==> src/rtl/oled_spi_scheduler_pkg.sv <==
// Shared types and constants for the SSD1306 SPI link scheduler.
package oled_pkg;

    typedef enum logic [2:0] {
        PWR_HI,
        PWR_LO,
        PWR_SETTLE,
        IDLE,
        LOAD,
        SHIFT,
        HOLD,
        GAP
    } state_e;

    typedef enum logic {
        REQ_CMD,
        REQ_PIX
    } req_e;

    localparam logic DC_CMD    = 1'b0;
    localparam logic DC_DATA   = 1'b1;
    localparam logic SCLK_IDLE = 1'b1;

    // D/C level the panel expects for bytes from a given requester.
    function automatic logic req_dc(input req_e r);
        return (r == REQ_PIX) ? DC_DATA : DC_CMD;
    endfunction

endpackage

==> src/rtl/oled_spi_scheduler_if.sv <==
// Requester streams, status flags and panel pins of the SPI link scheduler.
interface oled_spi_scheduler_if;

    logic       cmd_valid;
    logic       cmd_ready;
    logic [7:0] cmd_byte;
    logic       cmd_last;

    logic       pix_valid;
    logic       pix_ready;
    logic [7:0] pix_byte;
    logic       pix_last;

    logic       init_done;
    logic       busy;

    logic       io_sclk;
    logic       io_sdin;
    logic       io_cs;
    logic       io_dc;
    logic       io_reset;

    // Requester side: content generators feeding the link.
    modport master (
        output cmd_valid, cmd_byte, cmd_last,
        output pix_valid, pix_byte, pix_last,
        input  cmd_ready, pix_ready, init_done, busy,
        input  io_sclk, io_sdin, io_cs, io_dc, io_reset
    );

    // Scheduler side.
    modport slave (
        input  cmd_valid, cmd_byte, cmd_last,
        input  pix_valid, pix_byte, pix_last,
        output cmd_ready, pix_ready, init_done, busy,
        output io_sclk, io_sdin, io_cs, io_dc, io_reset
    );

endinterface

==> src/rtl/oled_spi_shifter.sv <==
// Serialises one byte MSB first: SCLK falls with each new bit, rises CLK_DIV
// cycles later, and the next bit falls CLK_DIV cycles after that.
module oled_spi_shifter
    import oled_pkg::*;
#(
    parameter int unsigned CLK_DIV = 1
) (
    input  logic       clk,
    input  logic       rst,
    input  logic       start,
    input  logic [7:0] byte_in,
    output logic       sclk,
    output logic       sdin,
    output logic       done
);

    localparam logic [7:0] HALF_LAST = 8'(CLK_DIV - 1);

    logic       r_active;
    logic       r_sclk;
    logic       r_sdin;
    logic [7:0] r_shreg;
    logic [7:0] r_cnt;
    logic [2:0] r_bit;
    logic       w_half_end;

    assign w_half_end = (r_cnt == HALF_LAST);

    // Half-period counter, bit index and pin registers for the byte in flight.
    always_ff @(posedge clk or posedge rst) begin
        if (rst) begin
            r_active <= 1'b0;
            r_sclk   <= SCLK_IDLE;
            r_sdin   <= 1'b0;
            r_shreg  <= 8'd0;
            r_cnt    <= 8'd0;
            r_bit    <= 3'd0;
        end else if (start) begin
            r_active <= 1'b1;
            r_sclk   <= 1'b0;
            r_sdin   <= byte_in[7];
            r_shreg  <= byte_in;
            r_cnt    <= 8'd0;
            r_bit    <= 3'd7;
        end else if (r_active) begin
            if (w_half_end) begin
                r_cnt <= 8'd0;
                if (!r_sclk) begin
                    r_sclk <= 1'b1;
                end else if (r_bit == 3'd0) begin
                    // High phase of bit 0 finished; SCLK parks high.
                    r_active <= 1'b0;
                end else begin
                    r_bit   <= r_bit - 3'd1;
                    r_sclk  <= 1'b0;
                    r_sdin  <= r_shreg[6];
                    r_shreg <= {r_shreg[6:0], 1'b0};
                end
            end else begin
                r_cnt <= r_cnt + 8'd1;
            end
        end
    end

    assign sclk = r_sclk;
    assign sdin = r_sdin;
    // Last cycle of the byte: bit 0 has risen and its high phase ends now.
    assign done = r_active & r_sclk & (r_bit == 3'd0) & w_half_end;

endmodule

==> src/rtl/oled_spi_scheduler.sv <==
// Runs the panel power-up reset sequence, then shares the 4-wire SPI link
// between the command and pixel streams burst-by-burst with round-robin.
module oled_spi_scheduler
    import oled_pkg::*;
#(
    parameter logic [31:0] STARTUP_WAIT = 32'd10000000,
    parameter int unsigned CLK_DIV      = 1
) (
    input  logic                 clk,
    input  logic                 rst,
    oled_spi_scheduler_if.slave  bus
);

    state_e      r_state;
    req_e        r_req;
    req_e        r_rr;
    logic        r_last;
    logic [31:0] r_pcnt;
    logic        r_cs;
    logic        r_dc;
    logic        r_reset;
    logic        r_init_done;
    logic        r_busy;

    logic        w_cmd_ready;
    logic        w_pix_ready;
    logic        w_acc_cmd;
    logic        w_acc_pix;
    logic        w_accept;
    req_e        w_acc_req;
    logic [7:0]  w_byte;
    logic        w_last;
    logic        w_phase_end;
    logic        w_sclk;
    logic        w_sdin;
    logic        w_sh_done;

    assign w_phase_end = (r_pcnt == STARTUP_WAIT - 32'd1);

    // Ready generation: arbitration in IDLE, granted requester only in LOAD/HOLD.
    always_comb begin
        w_cmd_ready = 1'b0;
        w_pix_ready = 1'b0;
        case (r_state)
            IDLE: begin
                // On contention the requester rr does not point to wins.
                w_cmd_ready = bus.cmd_valid & (~bus.pix_valid | (r_rr == REQ_PIX));
                w_pix_ready = bus.pix_valid & ~w_cmd_ready;
            end
            LOAD, HOLD: begin
                w_cmd_ready = (r_req == REQ_CMD);
                w_pix_ready = (r_req == REQ_PIX);
            end
            default: begin
                w_cmd_ready = 1'b0;
                w_pix_ready = 1'b0;
            end
        endcase
    end

    assign w_acc_cmd = w_cmd_ready & bus.cmd_valid;
    assign w_acc_pix = w_pix_ready & bus.pix_valid;
    assign w_accept  = w_acc_cmd | w_acc_pix;
    assign w_acc_req = w_acc_pix ? REQ_PIX : REQ_CMD;
    assign w_byte    = w_acc_pix ? bus.pix_byte : bus.cmd_byte;
    assign w_last    = w_acc_pix ? bus.pix_last : bus.cmd_last;

    // Power-up sequencing, burst control and registered panel/status outputs.
    always_ff @(posedge clk or posedge rst) begin
        if (rst) begin
            r_state     <= PWR_HI;
            r_req       <= REQ_CMD;
            r_rr        <= REQ_CMD;
            r_last      <= 1'b0;
            r_pcnt      <= 32'd0;
            r_cs        <= 1'b1;
            r_dc        <= DC_CMD;
            r_reset     <= 1'b1;
            r_init_done <= 1'b0;
            r_busy      <= 1'b0;
        end else begin
            case (r_state)
                PWR_HI: begin
                    if (w_phase_end) begin
                        r_state <= PWR_LO;
                        r_pcnt  <= 32'd0;
                        r_reset <= 1'b0;
                    end else begin
                        r_pcnt <= r_pcnt + 32'd1;
                    end
                end
                PWR_LO: begin
                    if (w_phase_end) begin
                        r_state <= PWR_SETTLE;
                        r_pcnt  <= 32'd0;
                        r_reset <= 1'b1;
                    end else begin
                        r_pcnt <= r_pcnt + 32'd1;
                    end
                end
                PWR_SETTLE: begin
                    if (w_phase_end) begin
                        r_state     <= IDLE;
                        r_pcnt      <= 32'd0;
                        r_init_done <= 1'b1;
                    end else begin
                        r_pcnt <= r_pcnt + 32'd1;
                    end
                end
                IDLE: begin
                    if (w_accept) begin
                        r_state <= SHIFT;
                        r_req   <= w_acc_req;
                        r_rr    <= w_acc_req;
                        r_last  <= w_last;
                        r_cs    <= 1'b0;
                        r_dc    <= req_dc(w_acc_req);
                        r_busy  <= 1'b1;
                    end
                end
                SHIFT: begin
                    if (w_sh_done) begin
                        if (r_last) begin
                            r_state <= GAP;
                            r_cs    <= 1'b1;
                        end else begin
                            r_state <= LOAD;
                        end
                    end
                end
                LOAD: begin
                    if (w_accept) begin
                        r_state <= SHIFT;
                        r_last  <= w_last;
                    end else begin
                        r_state <= HOLD;
                    end
                end
                HOLD: begin
                    // Burst owner keeps the link; no preemption while stalled.
                    if (w_accept) begin
                        r_state <= SHIFT;
                        r_last  <= w_last;
                    end
                end
                GAP: begin
                    r_state <= IDLE;
                    r_busy  <= 1'b0;
                end
                default: begin
                    r_state <= PWR_HI;
                end
            endcase
        end
    end

    oled_spi_shifter #(
        .CLK_DIV (CLK_DIV)
    ) u_shifter (
        .clk     (clk),
        .rst     (rst),
        .start   (w_accept),
        .byte_in (w_byte),
        .sclk    (w_sclk),
        .sdin    (w_sdin),
        .done    (w_sh_done)
    );

    assign bus.cmd_ready = w_cmd_ready;
    assign bus.pix_ready = w_pix_ready;
    assign bus.init_done = r_init_done;
    assign bus.busy      = r_busy;
    assign bus.io_sclk   = w_sclk;
    assign bus.io_sdin   = w_sdin;
    assign bus.io_cs     = r_cs;
    assign bus.io_dc     = r_dc;
    assign bus.io_reset  = r_reset;

endmodule
==> src/flat_wrapper.sv <==
// flat-port wrapper written by rule: the top's interface ports become plain ports
module oled_spi_scheduler_flat import oled_pkg::*;
#(
    parameter logic [31:0] STARTUP_WAIT = 32'd10000000,
    parameter int unsigned CLK_DIV      = 1
)
  (clk, rst, bus_cmd_valid, bus_cmd_byte, bus_cmd_last, bus_pix_valid, bus_pix_byte, bus_pix_last, bus_cmd_ready, bus_pix_ready, bus_init_done, bus_busy, bus_io_sclk, bus_io_sdin, bus_io_cs, bus_io_dc, bus_io_reset);
  oled_spi_scheduler_if bus_i ();
  input  logic clk;
  input  logic rst;
  input wire logic [$bits(bus_i.cmd_valid)-1:0] bus_cmd_valid;
  input wire logic [$bits(bus_i.cmd_byte)-1:0] bus_cmd_byte;
  input wire logic [$bits(bus_i.cmd_last)-1:0] bus_cmd_last;
  input wire logic [$bits(bus_i.pix_valid)-1:0] bus_pix_valid;
  input wire logic [$bits(bus_i.pix_byte)-1:0] bus_pix_byte;
  input wire logic [$bits(bus_i.pix_last)-1:0] bus_pix_last;
  output wire logic [$bits(bus_i.cmd_ready)-1:0] bus_cmd_ready;
  output wire logic [$bits(bus_i.pix_ready)-1:0] bus_pix_ready;
  output wire logic [$bits(bus_i.init_done)-1:0] bus_init_done;
  output wire logic [$bits(bus_i.busy)-1:0] bus_busy;
  output wire logic [$bits(bus_i.io_sclk)-1:0] bus_io_sclk;
  output wire logic [$bits(bus_i.io_sdin)-1:0] bus_io_sdin;
  output wire logic [$bits(bus_i.io_cs)-1:0] bus_io_cs;
  output wire logic [$bits(bus_i.io_dc)-1:0] bus_io_dc;
  output wire logic [$bits(bus_i.io_reset)-1:0] bus_io_reset;
  assign bus_i.cmd_valid = bus_cmd_valid;
  assign bus_i.cmd_byte = bus_cmd_byte;
  assign bus_i.cmd_last = bus_cmd_last;
  assign bus_i.pix_valid = bus_pix_valid;
  assign bus_i.pix_byte = bus_pix_byte;
  assign bus_i.pix_last = bus_pix_last;
  assign bus_cmd_ready = bus_i.cmd_ready;
  assign bus_pix_ready = bus_i.pix_ready;
  assign bus_init_done = bus_i.init_done;
  assign bus_busy = bus_i.busy;
  assign bus_io_sclk = bus_i.io_sclk;
  assign bus_io_sdin = bus_i.io_sdin;
  assign bus_io_cs = bus_i.io_cs;
  assign bus_io_dc = bus_i.io_dc;
  assign bus_io_reset = bus_i.io_reset;
  oled_spi_scheduler #(.STARTUP_WAIT(STARTUP_WAIT), .CLK_DIV(CLK_DIV)) u_core (.clk(clk), .rst(rst), .bus(bus_i));
endmodule
==> config.mk <==
export PLATFORM = sky130hd
export DESIGN_NAME = oled_spi_scheduler_flat
export DESIGN_NICKNAME = d
export VERILOG_FILES = /design/src/rtl/oled_spi_scheduler_pkg.sv /design/src/rtl/oled_spi_scheduler_if.sv /design/src/rtl/oled_spi_shifter.sv /design/src/rtl/oled_spi_scheduler.sv /design/src/flat_wrapper.sv
export SDC_FILE = /design/constraint.sdc
export NUM_CORES = 1
export LEC_CHECK = 0
export CELL_PAD_IN_SITES_DETAIL_PLACEMENT = 1
export CELL_PAD_IN_SITES_GLOBAL_PLACEMENT = 1
export CORE_ASPECT_RATIO = 1.2
export CORE_MARGIN = 2
export CORE_UTILIZATION = 44
export DETAILED_ROUTE_END_ITERATION = 8
export PLACE_DENSITY = 0.86
export REMOVE_ABC_BUFFERS = 1
export SLEW_MARGIN = 15
export SYNTH_ARGS = -nofsm -noshare
export SYNTH_HDL_FRONTEND = slang
export SYNTH_SLANG_ARGS = --single-unit
==> constraint.sdc <==
create_clock -name clk -period 2.42 [get_ports clk]
set_input_delay 0.484 -clock clk [delete_from_list [all_inputs] [get_ports clk]]
set_output_delay 0.484 -clock clk [all_outputs]
set_load 0.005 [all_outputs]
==> flow_metrics.tcl <==
set metrics [dict create \
    status "finished, final reports clean" \
    cts_root_buffer "clkbuf_8" \
    cts_tree "built" \
    postCtsSetupBuffers 0 \
    grt_pass1_wl_um 13430 \
    vdd_drop_max_mv 0.2685 \
    synthMuxAreaShare_pct 3.518 \
    finalNonFillerCells 466 \
    reg2regPathDepth 5 \
    core_um2 7189 \
    cp_common_cell "clkdlybuf4s50_1" \
    cp_slowest_stage_delay_ns 0.54 \
    syn_area_um2 3237 \
    r2r_end "u_core.r_state[0]$_DFFE_PP0P_" \
    async_reset_ff_share_pct 100.0 \
    vias_per_cell 5.588 \
    crit_chain "clkdlybuf4s50_1, a21oi_2, a21o_1, clkdlybuf4s50_1" \
    fill_cells 806 \
    die_y_um 97.96 \
    num_io_pins 31 \
    post_drt_wl_per_cell_um 16.90 \
    drtIter0Drc 101 \
    drt-total-wl_um 7876 \
    max_slew_margin_pct 64.16 \
    ys_warn_count 0 \
    cts-buffers-inserted 9 \
    finalCritPeriodShare_pct 98.18 \
    required_ns 1.94 \
    clkSinkCount 62 \
    dr_total_vias 2604 \
    antenna_found_initial 0 \
    endpoint_kind "output port" \
    fin_nets 399 \
    portBuffers 30 \
    arrival_ns 1.89 \
    area_growth_pct 20.37 \
    yosys.area_share.simple_pct 22.34 \
    whs_ns 0.4727 \
    num_antenna_cells 0 \
    grt_max_degree 31 \
    grt_use_total_pct 21.74 \
    synth_commonest_cells "59 x dfrtp_1, 33 x nor2_1, 26 x nand2_1" \
    critPathTopFamily "buffers and inverters" \
    multi_input_area_um2 1585 \
    hold_path_depth 1 \
    synth_top_family_by_area "simple AND/OR/NAND/NOR gates" \
    synth.area.top_cells "dfrtp_1 46%, xnor2_1 4.9%, nor2_1 3.8%" \
    synth_cells 329 \
    drive_gt1_share_pct 12.23 \
    htree_levels 3 \
    register_area_um2 1558 \
    synth_ff_type "dfrtp_1" \
    powerDensity_nw_per_um2 509.4 \
    fin_worst_skew_ns 0.007090 \
    cp-start-kind "input pin" \
    clkTransAtPathRegs_ns 0.06 \
    hold_viol 0 \
    crit_buf_inv 2 \
    yosys.area.top_type_share_pct 45.61 \
    max_cap_viol_count 0 \
    placed_cells 451 \
    final_antenna_net_count 0 \
    fmax_mhz 420.9 \
    power.leakage_nw 1.721 \
    critPathMaxFanout 7 \
    synth_largest_area_cell "dfrtp_1" \
    reg2reg_from "u_core.r_pcnt[17]$_DFFE_PP0P_" \
    grt_overflow 0 \
    synth.yosys.seq_area_share_pct 48.05 \
    synth_edf_count 0 \
    synth_area_per_cell_um2 9.838 \
    drcViolationCount 0 \
    min_period_ns 2.376 \
    ys_types 50 \
    hp-class "flop to flop" \
    grt_pass1_vias 2793 \
    min-delay-start "u_core.r_pcnt[6]$_DFFE_PP0P_" \
    clk_path_buf_depth 2 \
    setup_violations 0 \
    firstDrtPassIters 4 \
    start_util_pct 45.02 \
    synth_compound_area_share_pct 12.49 \
    dieArea_um2 8061 \
    rrSetupSlack_ns 0.16 \
    gp_congestion 0.8414 \
    synth-adder-area-share_pct 1.933 \
    dieWidth_um 82.30 \
    dp_hpwl_um 5674 \
    rows 34 \
    worst_slew_pin_slew_ns 0.5326 \
    critical_path_class "input pin to output port" \
    holdPathEnd "u_core.r_pcnt[6]$_DFFE_PP0P_" \
    synth_seq_cells 62 \
    drv_slew 0 \
    insertion_delay_ns 0.34 \
    yosysMostFrequentCell "dfrtp_1" \
    synthXorXnorAreaFrac_pct 8.388 \
    slowest_stage "clkdlybuf4s50_1" \
]
per-stage QoR:
stage          utilization, %  TNS [ns]  total power, mW  setup slack, ns  area, um2
6_report                54.19         0            1.985          0.04414       3896
5_1_grt                 54.19  -0.01062            2.065        -0.007585       3896
4_1_cts                 54.06         0            2.008          0.01906       3886
3_5_place_dp            51.55         0            1.169          0.03024       3706
3_3_place_gp            51.55         0            1.165          0.08129       3706
2_1_floorplan               -         0            1.110           0.2208       3198
placed cells by master, fill, tap and decap left out, types with 7 or more instances in the layout:
cell type and instances:
clkdlybuf4s50_1 30, mux2i_1 8, nor3_1 7, xnor2_1 18, nand2_1 26, inv_1 17
o22ai_1 9, o21ai_0 14, dfrtp_1 57, nor2_1 33, a21oi_1 9, clkbuf_8 12
nand4_1 10, a31oi_1 9, xor2_1 13, nand3_1 18, buf_4 10
state kept, by name, summed over array words and instances (netlist names), 3 cells and up:
name                      cells
u_core.r_pcnt                32
u_core.u_shifter.r_cnt        8
u_core.u_shifter.r_shreg      7
u_core.r_state                3
u_core.u_shifter.r_bit        3
area by class of cell:
class	instances	share of cell area [%]
multi-input cells	240	40.69
flip-flops and latches	62	39.98
inverters	18	1.734
well taps	90	2.890
repair buffers	41	10.15
clock inverters	1	0.1285
clock buffers	14	4.432
report_power, final:
part	internal (mW)	switching [mW]	leakage, nW	total, mW
sequential	1.05	0.00831	0.794	1.06
clock	0.449	0.387	0.0926	0.837
combinational	0.0517	0.0397	0.835	0.0914
worst max-delay path by stage:
| stage | start | endpoint | depth (start not counted) |
|---|---|---|---|
| after floorplan | u_core.u_shifter.r_cnt[0]$_DFFE_PP0P_ | u_core.u_shifter.r_bit[2]$_DFFE_PP0P_ | 7 |
| after global placement | bus_cmd_valid | bus_pix_ready | 4 |
| after detailed placement | bus_cmd_valid | bus_pix_ready | 4 |
| after CTS | bus_cmd_valid | bus_pix_ready | 4 |
| after global routing | u_core.r_state[2]$_DFFE_PP0P_ | bus_pix_ready | 4 |
| final | bus_cmd_valid | bus_pix_ready | 4 |
logic make-up after synthesis:
family	Yosys count
AOI/OAI and AO/OA	64
xor gates and xnor gates	31
DFF	62
adders and majority gates	5
muxes	11
buffers and inverters	27
and+or+nand+nor	129
timing repair:
item                                    4_1_cts  5_1_grt
endpoints found under the setup margin        1        2
gates resized for setup                       2        3
gates cloned                                  0        0
hold buffers                                  0        0
per-layer routing:
metal | up-vias | part of all wire [%] | GRT usage, %
met5 | - | 0 | 0
met4 | 0 | 1.2 | 7.308
met3 | 9 | 3.0 | 5.083
met2 | 41 | 54 | 37.16
met1 | 1301 | 42 | 26.39
li1 | 1253 | - | -
Power figures use the tool's default switching activity.
